<file path="src/rtl/fp_mul_pipe.sv">
// fp_mul_pipe: 3-stage IEEE-754-style multiplier, valid/ready on both sides.
// Ports: clk, rst_n (sync, active-low), in_valid/in_ready/in_a/in_b,
//   out_valid/out_ready/out_result/out_flags {invalid,overflow,underflow,inexact}.
// Params: EXP_W, MAN_W. Macro FP_MUL_RNE_EN: round-nearest-even, else truncate.
module fp_mul_pipe #(
  parameter int EXP_W = 8,
  parameter int MAN_W = 23
) (
  input  logic                     clk,
  input  logic                     rst_n,
  input  logic                     in_valid,
  output logic                     in_ready,
  input  logic [EXP_W+MAN_W:0]     in_a,
  input  logic [EXP_W+MAN_W:0]     in_b,
  output logic                     out_valid,
  input  logic                     out_ready,
  output logic [EXP_W+MAN_W:0]     out_result,
  output logic [3:0]               out_flags
);

  localparam int W    = 1 + EXP_W + MAN_W;
  localparam int SW   = MAN_W + 1;
  localparam int PW   = 2 * SW;
  localparam int XW   = EXP_W + 2;
  localparam int BIAS = (1 << (EXP_W - 1)) - 1;
  localparam int EMAX = (1 << EXP_W) - 1;

  localparam logic signed [XW-1:0] BIAS_S = XW'(BIAS);
  localparam logic signed [XW-1:0] EMAX_S = XW'(EMAX);

  typedef enum logic [1:0] {
    K_NORM, K_ZERO, K_INF, K_NAN
  } kind_e;

  typedef struct packed {
    logic               sgn;
    kind_e              kind;
    logic               inv;
    logic signed [XW-1:0] exp;
    logic [SW-1:0]      ma;
    logic [SW-1:0]      mb;
  } s1_t;

  typedef struct packed {
    logic               sgn;
    kind_e              kind;
    logic               inv;
    logic signed [XW-1:0] exp;
    logic [PW-1:0]      prod;
  } s2_t;

  logic advance;
  logic s1_v_q, s2_v_q, out_v_q;
  s1_t  s1_d, s1_q;
  s2_t  s2_d, s2_q;
  logic [W-1:0] res_d, res_q;
  logic [3:0]   flg_d, flg_q;

  // Whole pipe moves together; bubbles hold too.
  assign advance    = !out_v_q || out_ready;
  assign in_ready   = advance;
  assign out_valid  = out_v_q;
  assign out_result = res_q;
  assign out_flags  = flg_q;

  // S1: unpack, classify, sign, exponent sum
  logic [EXP_W-1:0] ea, eb;
  logic [MAN_W-1:0] fa, fb;
  logic a_nan, b_nan, a_inf, b_inf, a_zero, b_zero;

  always_comb begin
    ea     = in_a[W-2:MAN_W];
    eb     = in_b[W-2:MAN_W];
    fa     = in_a[MAN_W-1:0];
    fb     = in_b[MAN_W-1:0];
    a_nan  = (&ea) && (|fa);
    b_nan  = (&eb) && (|fb);
    a_inf  = (&ea) && !(|fa);
    b_inf  = (&eb) && !(|fb);
    // exp==0 covers subnormals: flushed to zero
    a_zero = !(|ea);
    b_zero = !(|eb);

    s1_d      = '0;
    s1_d.sgn  = in_a[W-1] ^ in_b[W-1];
    s1_d.ma   = {1'b1, fa};
    s1_d.mb   = {1'b1, fb};
    s1_d.exp  = $signed({2'b00, ea}) + $signed({2'b00, eb}) - BIAS_S;
    s1_d.kind = K_NORM;
    if (a_nan || b_nan) begin
      s1_d.kind = K_NAN;
    end else if ((a_inf && b_zero) || (a_zero && b_inf)) begin
      s1_d.kind = K_NAN;
      s1_d.inv  = 1'b1;
    end else if (a_inf || b_inf) begin
      s1_d.kind = K_INF;
    end else if (a_zero || b_zero) begin
      s1_d.kind = K_ZERO;
    end
  end

  // S2: significand multiply
  always_comb begin
    s2_d.sgn  = s1_q.sgn;
    s2_d.kind = s1_q.kind;
    s2_d.inv  = s1_q.inv;
    s2_d.exp  = s1_q.exp;
    s2_d.prod = PW'(s1_q.ma) * PW'(s1_q.mb);
  end

  // S3: normalise, round, pack
  logic               msb, guard, sticky, rnd, carry;
  logic [PW-1:0]      shf;
  logic [SW-1:0]      sig;
  logic [SW:0]        sum;
  logic [MAN_W-1:0]   frac;
  logic signed [XW-1:0] e_n, e_r;

  always_comb begin
    msb    = s2_q.prod[PW-1];
    shf    = msb ? s2_q.prod : (s2_q.prod << 1);
    e_n    = s2_q.exp + $signed({{(XW-1){1'b0}}, msb});
    sig    = shf[PW-1 -: SW];
    guard  = shf[MAN_W];
    sticky = |shf[MAN_W-1:0];
`ifdef FP_MUL_RNE_EN
    rnd    = guard && (sticky || sig[0]);
`else
    rnd    = 1'b0;
`endif
    sum    = {1'b0, sig} + {{SW{1'b0}}, rnd};
    // Carry to 2.0 renormalises; the fraction is then zero.
    carry  = sum[SW];
    frac   = carry ? sum[MAN_W:1] : sum[MAN_W-1:0];
    e_r    = e_n + $signed({{(XW-1){1'b0}}, carry});

    res_d = {s2_q.sgn, e_r[EXP_W-1:0], frac};
    flg_d = {3'b000, guard || sticky};
    unique case (s2_q.kind)
      K_NAN: begin
        res_d = {1'b0, {EXP_W{1'b1}}, 1'b1, {(MAN_W-1){1'b0}}};
        flg_d = {s2_q.inv, 3'b000};
      end
      K_INF: begin
        res_d = {s2_q.sgn, {EXP_W{1'b1}}, {MAN_W{1'b0}}};
        flg_d = 4'b0000;
      end
      K_ZERO: begin
        res_d = {s2_q.sgn, {(W-1){1'b0}}};
        flg_d = 4'b0000;
      end
      default: begin
        if (!e_r[XW-1] && (e_r >= EMAX_S)) begin
          res_d = {s2_q.sgn, {EXP_W{1'b1}}, {MAN_W{1'b0}}};
          flg_d = 4'b0101;
        end else if (e_r[XW-1] || (e_r == '0)) begin
          res_d = {s2_q.sgn, {(W-1){1'b0}}};
          flg_d = 4'b0011;
        end
      end
    endcase
  end

  always_ff @(posedge clk) begin
    if (!rst_n) begin
      s1_v_q  <= 1'b0;
      s2_v_q  <= 1'b0;
      out_v_q <= 1'b0;
      res_q   <= '0;
      flg_q   <= '0;
    end else if (advance) begin
      s1_v_q  <= in_valid;
      s2_v_q  <= s1_v_q;
      out_v_q <= s2_v_q;
      res_q   <= res_d;
      flg_q   <= flg_d;
    end
  end

  // Datapath stage registers need no reset; valids qualify them.
  always_ff @(posedge clk) begin
    if (advance) begin
      s1_q <= s1_d;
      s2_q <= s2_d;
    end
  end

endmodule

</file>
<file path="config.mk">
export PLATFORM = sky130hd
export DESIGN_NAME = fp_mul_pipe
export DESIGN_NICKNAME = d
export VERILOG_FILES = /design/src/rtl/fp_mul_pipe.sv
export SDC_FILE = /design/constraint.sdc
export NUM_CORES = 2
export LEC_CHECK = 0
export CORE_MARGIN = 2
export CORE_UTILIZATION = 65
export CTS_BUF_LIST = sky130_fd_sc_hd__clkbuf_2
export DETAILED_ROUTE_END_ITERATION = 7
export HOLD_SLACK_MARGIN = 0.1
export PLACE_DENSITY = 0.85
export SYNTH_ARGS = -nofsm -noshare
export SYNTH_HDL_FRONTEND = slang
export SYNTH_SLANG_ARGS = --single-unit
export TNS_END_PERCENT = 50
</file>
<file path="constraint.sdc">
create_clock -name clk -period 20.3 [get_ports clk]
set_input_delay 6.09 -clock clk [delete_from_list [all_inputs] [get_ports clk]]
set_output_delay 6.09 -clock clk [all_outputs]
set_load 0.05 [all_outputs]
</file>
# [Word level (Yosys, flattened, before mapping)]
# Cells that the tools add are included.
[totals] register_bits=161 input_bits=68 out_inout_bits=38
[op_classes] addsub=3 mul=1 order_cmp=1 n_eq_ne=3 n_mux=10 bitwise_logic=1 n_reduce_logical=31
[op_table] operator="$pmux 32 s3" n=1
[op_table] operator="$reduce_or 23->1" n=3
[op_table] operator="$mux 31" n=2
[op_table] operator="$mul 24x24->48" n=1
[op_table] operator="$mux 47" n=1
[op_table] operator="$reduce_and 8->1" n=2
[op_table] operator="$reduce_or 8->1" n=2
[op_table] operator="$add 10x2->10" n=1
[op_table] operator="$ge 10x9->1 const B" n=1
[op_table] operator="$logic_not 10->1" n=1
[op_table] operator="$sub 9x7->10 const B" n=1
[op_table] operator="$add 8x8->9" n=1
[op_table] operator="$pmux 4 s2" n=1
[op_table] operator="$logic_and 1x1->1" n=7
[op_table] operator="$logic_or 1x1->1" n=7
[op_table] operator="$logic_not 1->1" n=6
[op_table] operator="$eq 2x2->1 const B" n=2
[op_table] operator="$reduce_or 2->1" n=2
[op_table] operator="$mux 1" n=3
[op_table] operator="$mux 3" n=1
[op_table] operator="$reduce_or 3->1" n=1
[op_table] operator="$eq 2x1->1 const B" n=1
[op_table] operator="$mux 2" n=1
[op_table] operator="$xor 1x1->1" n=1

# [Logic depth before layout (Yosys ltp)]
[logic_depth] depth_word=6 ltp_mapped=26 ltp_nobuf=24

# [Worst setup path after synthesis]
# OpenSTA, ideal clock, no wires.
[synth_timing] path_type="input to output" startpoint="in out_ready" endpoint="out in_ready" arrival_ns=10.118 t_required_ns=14.210 path_slack_ns=4.092 path_stages=3 n_path_buf=1 cell_sequence="nor2b_1 > inv_1 > clkbuf_1"
[synth_between] elab_chain_len=1
[synth_rtl] element="start, declared" line="16" text="input logic out_ready,"
[synth_rtl] element="$logic_or 1x1->1" line="60" text="assign advance = !out_v_q || out_ready;"
[synth_rtl] element="end, declared" line="12" text="output logic in_ready,"
# Every way passes these cells.

# [Worst setup path after layout]
# Ends and elaborated chain as after synthesis.

==> results.toml <==
[synthesis]
ys_ff_latch = 161
synthCells = 2607
yosysWarnings = 0
synth_most_common_cell = "inv_1"
synth_edf_count = 122
synth_ff_type = "edfxtp_1"
synthDistinctLibCells = 74
synth_fp_nets = 3348
async_flop_share = 0
yosysTopAreaCell = "fa_1"
ys_top_cells_by_count = "595 x inv_1, 483 x fa_1, 313 x nand2_1"
synth.area.top_cells = "fa_1 38%, edfxtp_1 15%, ha_1 9.4%, inv_1 8.8%, and2_1 6.2%"
synth_top_cell_area_share = 0.383
synthesis.area_sq_um = 25300
seq_area_frac_synth = 0.176
syn_avg_cell_area_sq_um = 9.69

[sta]
slew_headroom = 0.103
fin_worst_skew_ns = 0.0628
fin_crit_ns = 14.19
fmaxAchievable_mhz = 70.5
period_share = 0.699
rsz0062_at_grt = "false"
setup_violations = 0
hold_viol = 0
drv_slew = 0
tns_ns = 0
worst_slew_pin_slew_ns = 1.35

[worst_hold_path]
min_delay_path_depth = 0
hp-class = "reg -> reg"
hp-start = "s1_q[49]$_DFFE_PP_"
whs_endpoint = "s2_q[49]$_DFFE_PP_"

[critical_path]
cp_common_cell = "clkdlybuf4s50_1"
r2r_cells = 22
worstSetupPathType = "in -> out"
critical_path_arrival_ns = 8.10
rrSetupSlack_ns = 11.60
startpoint_type = "input port"
cp_max_fo = 13
r2r_end = "s2_q[45]$_DFFE_PP_"
crit_path_top_delay_cell = "nor2b_1"
crit_chain = "clkdlybuf4s50_1 > nor2b_1 > inv_4 > clkdlybuf4s50_1"
cpPeakStageDelay_ns = 0.75
endpoint_kind = "output port"
r2r_start = "s1_q[8]$_DFFE_PP_"
required_ns = 14.21

[outcome]
status = "finished clean"

[route]
first_iter_violations = 1645
dr.pass1.iters = 6
antenna_left = 0
postRouteWirelength_um = 65000
vias = 18650
wl_per_cell_um = 20.4
drc_errors = 0
vias_per_cell = 5.86

[clocking]
htree_num_levels = 4
clock_latency_ns = 0.85
cts_hold_buf = 0
root_buffer = "clkbuf_2"
cts_made_buffers = 17
cts_sinks = 161
cts_setup_buffers = 0
cts_buffer_depth = 2
cts_resized = 0
clk_pin_slew_worst_paths_ns = 0.24
cts_tree = "done"

[die]
die_h_um = 201
die-width_um = 201
die_area_sq_um = 40400
num_rows = 72
initial_core_util = 0.657
ios = 106
core_region_area_sq_um = 38500

[global_routing]
grt_max_degree = 74
grt_overflow = 0
grt_pass1_wl_um = 105000
antenna_found_initial = 2
grt_pass1_vias = 20280
grt_use_total = 0.338

[place]
portBuffers = 105
dpl.cell_count = 3151
place.gp.congestion = 0.957
hpwl_um = 49900

[run]
drv_cap = 0

[cells_and_area]
finalNonFillerCells = 3185
drive_above_1_share = 0.0383
area_growth_pct = 6.77
nets = 3393
final_util = 0.701
-- cell families (layout without fill, tap and decap cells) --
logic type      after synthesis  in the layout  share of synthesized area
compound gates              224            224                     0.0610
other cells                   0              2                          0
flops                       161            161                      0.176
simple gates                762            762                      0.150
fa+ha+maj                   673            673                      0.477
xor+xnor                     52             52                     0.0183
mux                          26             26                     0.0104
buf+inv                     709            767                      0.108
-- critical path, delay by kind of cell --
kind          cells  cell delay [ns]
buf+inv           3             1.25
simple gates      1             0.75
-- area by class of cell --
class,instances,area (sq um)
Antenna cell,2,5.00
Clock buffer,19,95.1
Clock inverter,13,149
Fill cell,2779,11500
Inverter,599,2250
Multi-Input combinational cell,1737,18100
Sequential cell,161,4440
Tap cell,518,648
Timing Repair Buffer,136,1280
-- sequential cells by signal, summed over array words and instances (netlist names) --
name	count
msb	1
out_flags	4
out_result	32
out_valid	1
s1_q	60
s1_v_q	1
s2_q	61
s2_v_q	1
-- how the worst max path moves through the flow --
| stage | slack, ns | depth (start not counted) | from | end |
|---|---|---|---|---|
| finish | 6.11 | 4 | out_ready | in_ready |
| global route | 6.00 | 4 | out_ready | in_ready |
| CTS | 6.13 | 4 | out_ready | in_ready |
| detailed placement | 6.14 | 4 | out_ready | in_ready |
| global placement | 6.16 | 4 | out_ready | in_ready |
| floorplan | 4.09 | 3 | out_ready | in_ready |
-- per-layer routing --
metal	part of all wire	up-vias	global-route usage
li1	-	8036	-
met1	0.36	9345	0.421
met2	0.48	967	0.564
met3	0.089	302	0.0609
met4	0.066	0	0.190
met5	0	-	0
-- per-stage QoR --
step	hold WS, ns	cell area (sq um)	setup slack, ns
3_5_place_dp	0.405	26700	6.14
4_1_cts	0.456	27000	6.13
6_report	0.453	27000	6.11
2_1_floorplan	0.400	25300	4.09
5_1_grt	0.473	27000	6.00
3_3_place_gp	0.405	26700	6.16
-- cell usage in the layout, fill, tap and decap left out, drive strengths merged, types with 3 or more instances in the layout --
cell / count
inv: 601
fa: 483
nand2: 313
and2: 253
ha: 190
edfxtp: 122
clkdlybuf4s50: 105
nor2: 84
a21oi: 63
o21ai: 59
dfxtp: 39
xnor2: 36
buf: 31
a21o: 25
mux2i: 25
nand3: 25
nor4: 19
clkbuf: 19
nor3: 18
xor2: 16
nand4: 13
o21bai: 12
nor2b: 10
a21boi: 8
and3: 7
clkinv: 7
a211oi: 6
o211ai: 6
o211a: 6
a31oi: 6
or3: 5
o21a: 4
o22ai: 3
a31o: 3
o31ai: 3
or4: 3
a2111oi: 3
Power is left out: the tool's default activity adds up to more than one toggle a clock period on the data nets, which glitch-free logic cannot reach.
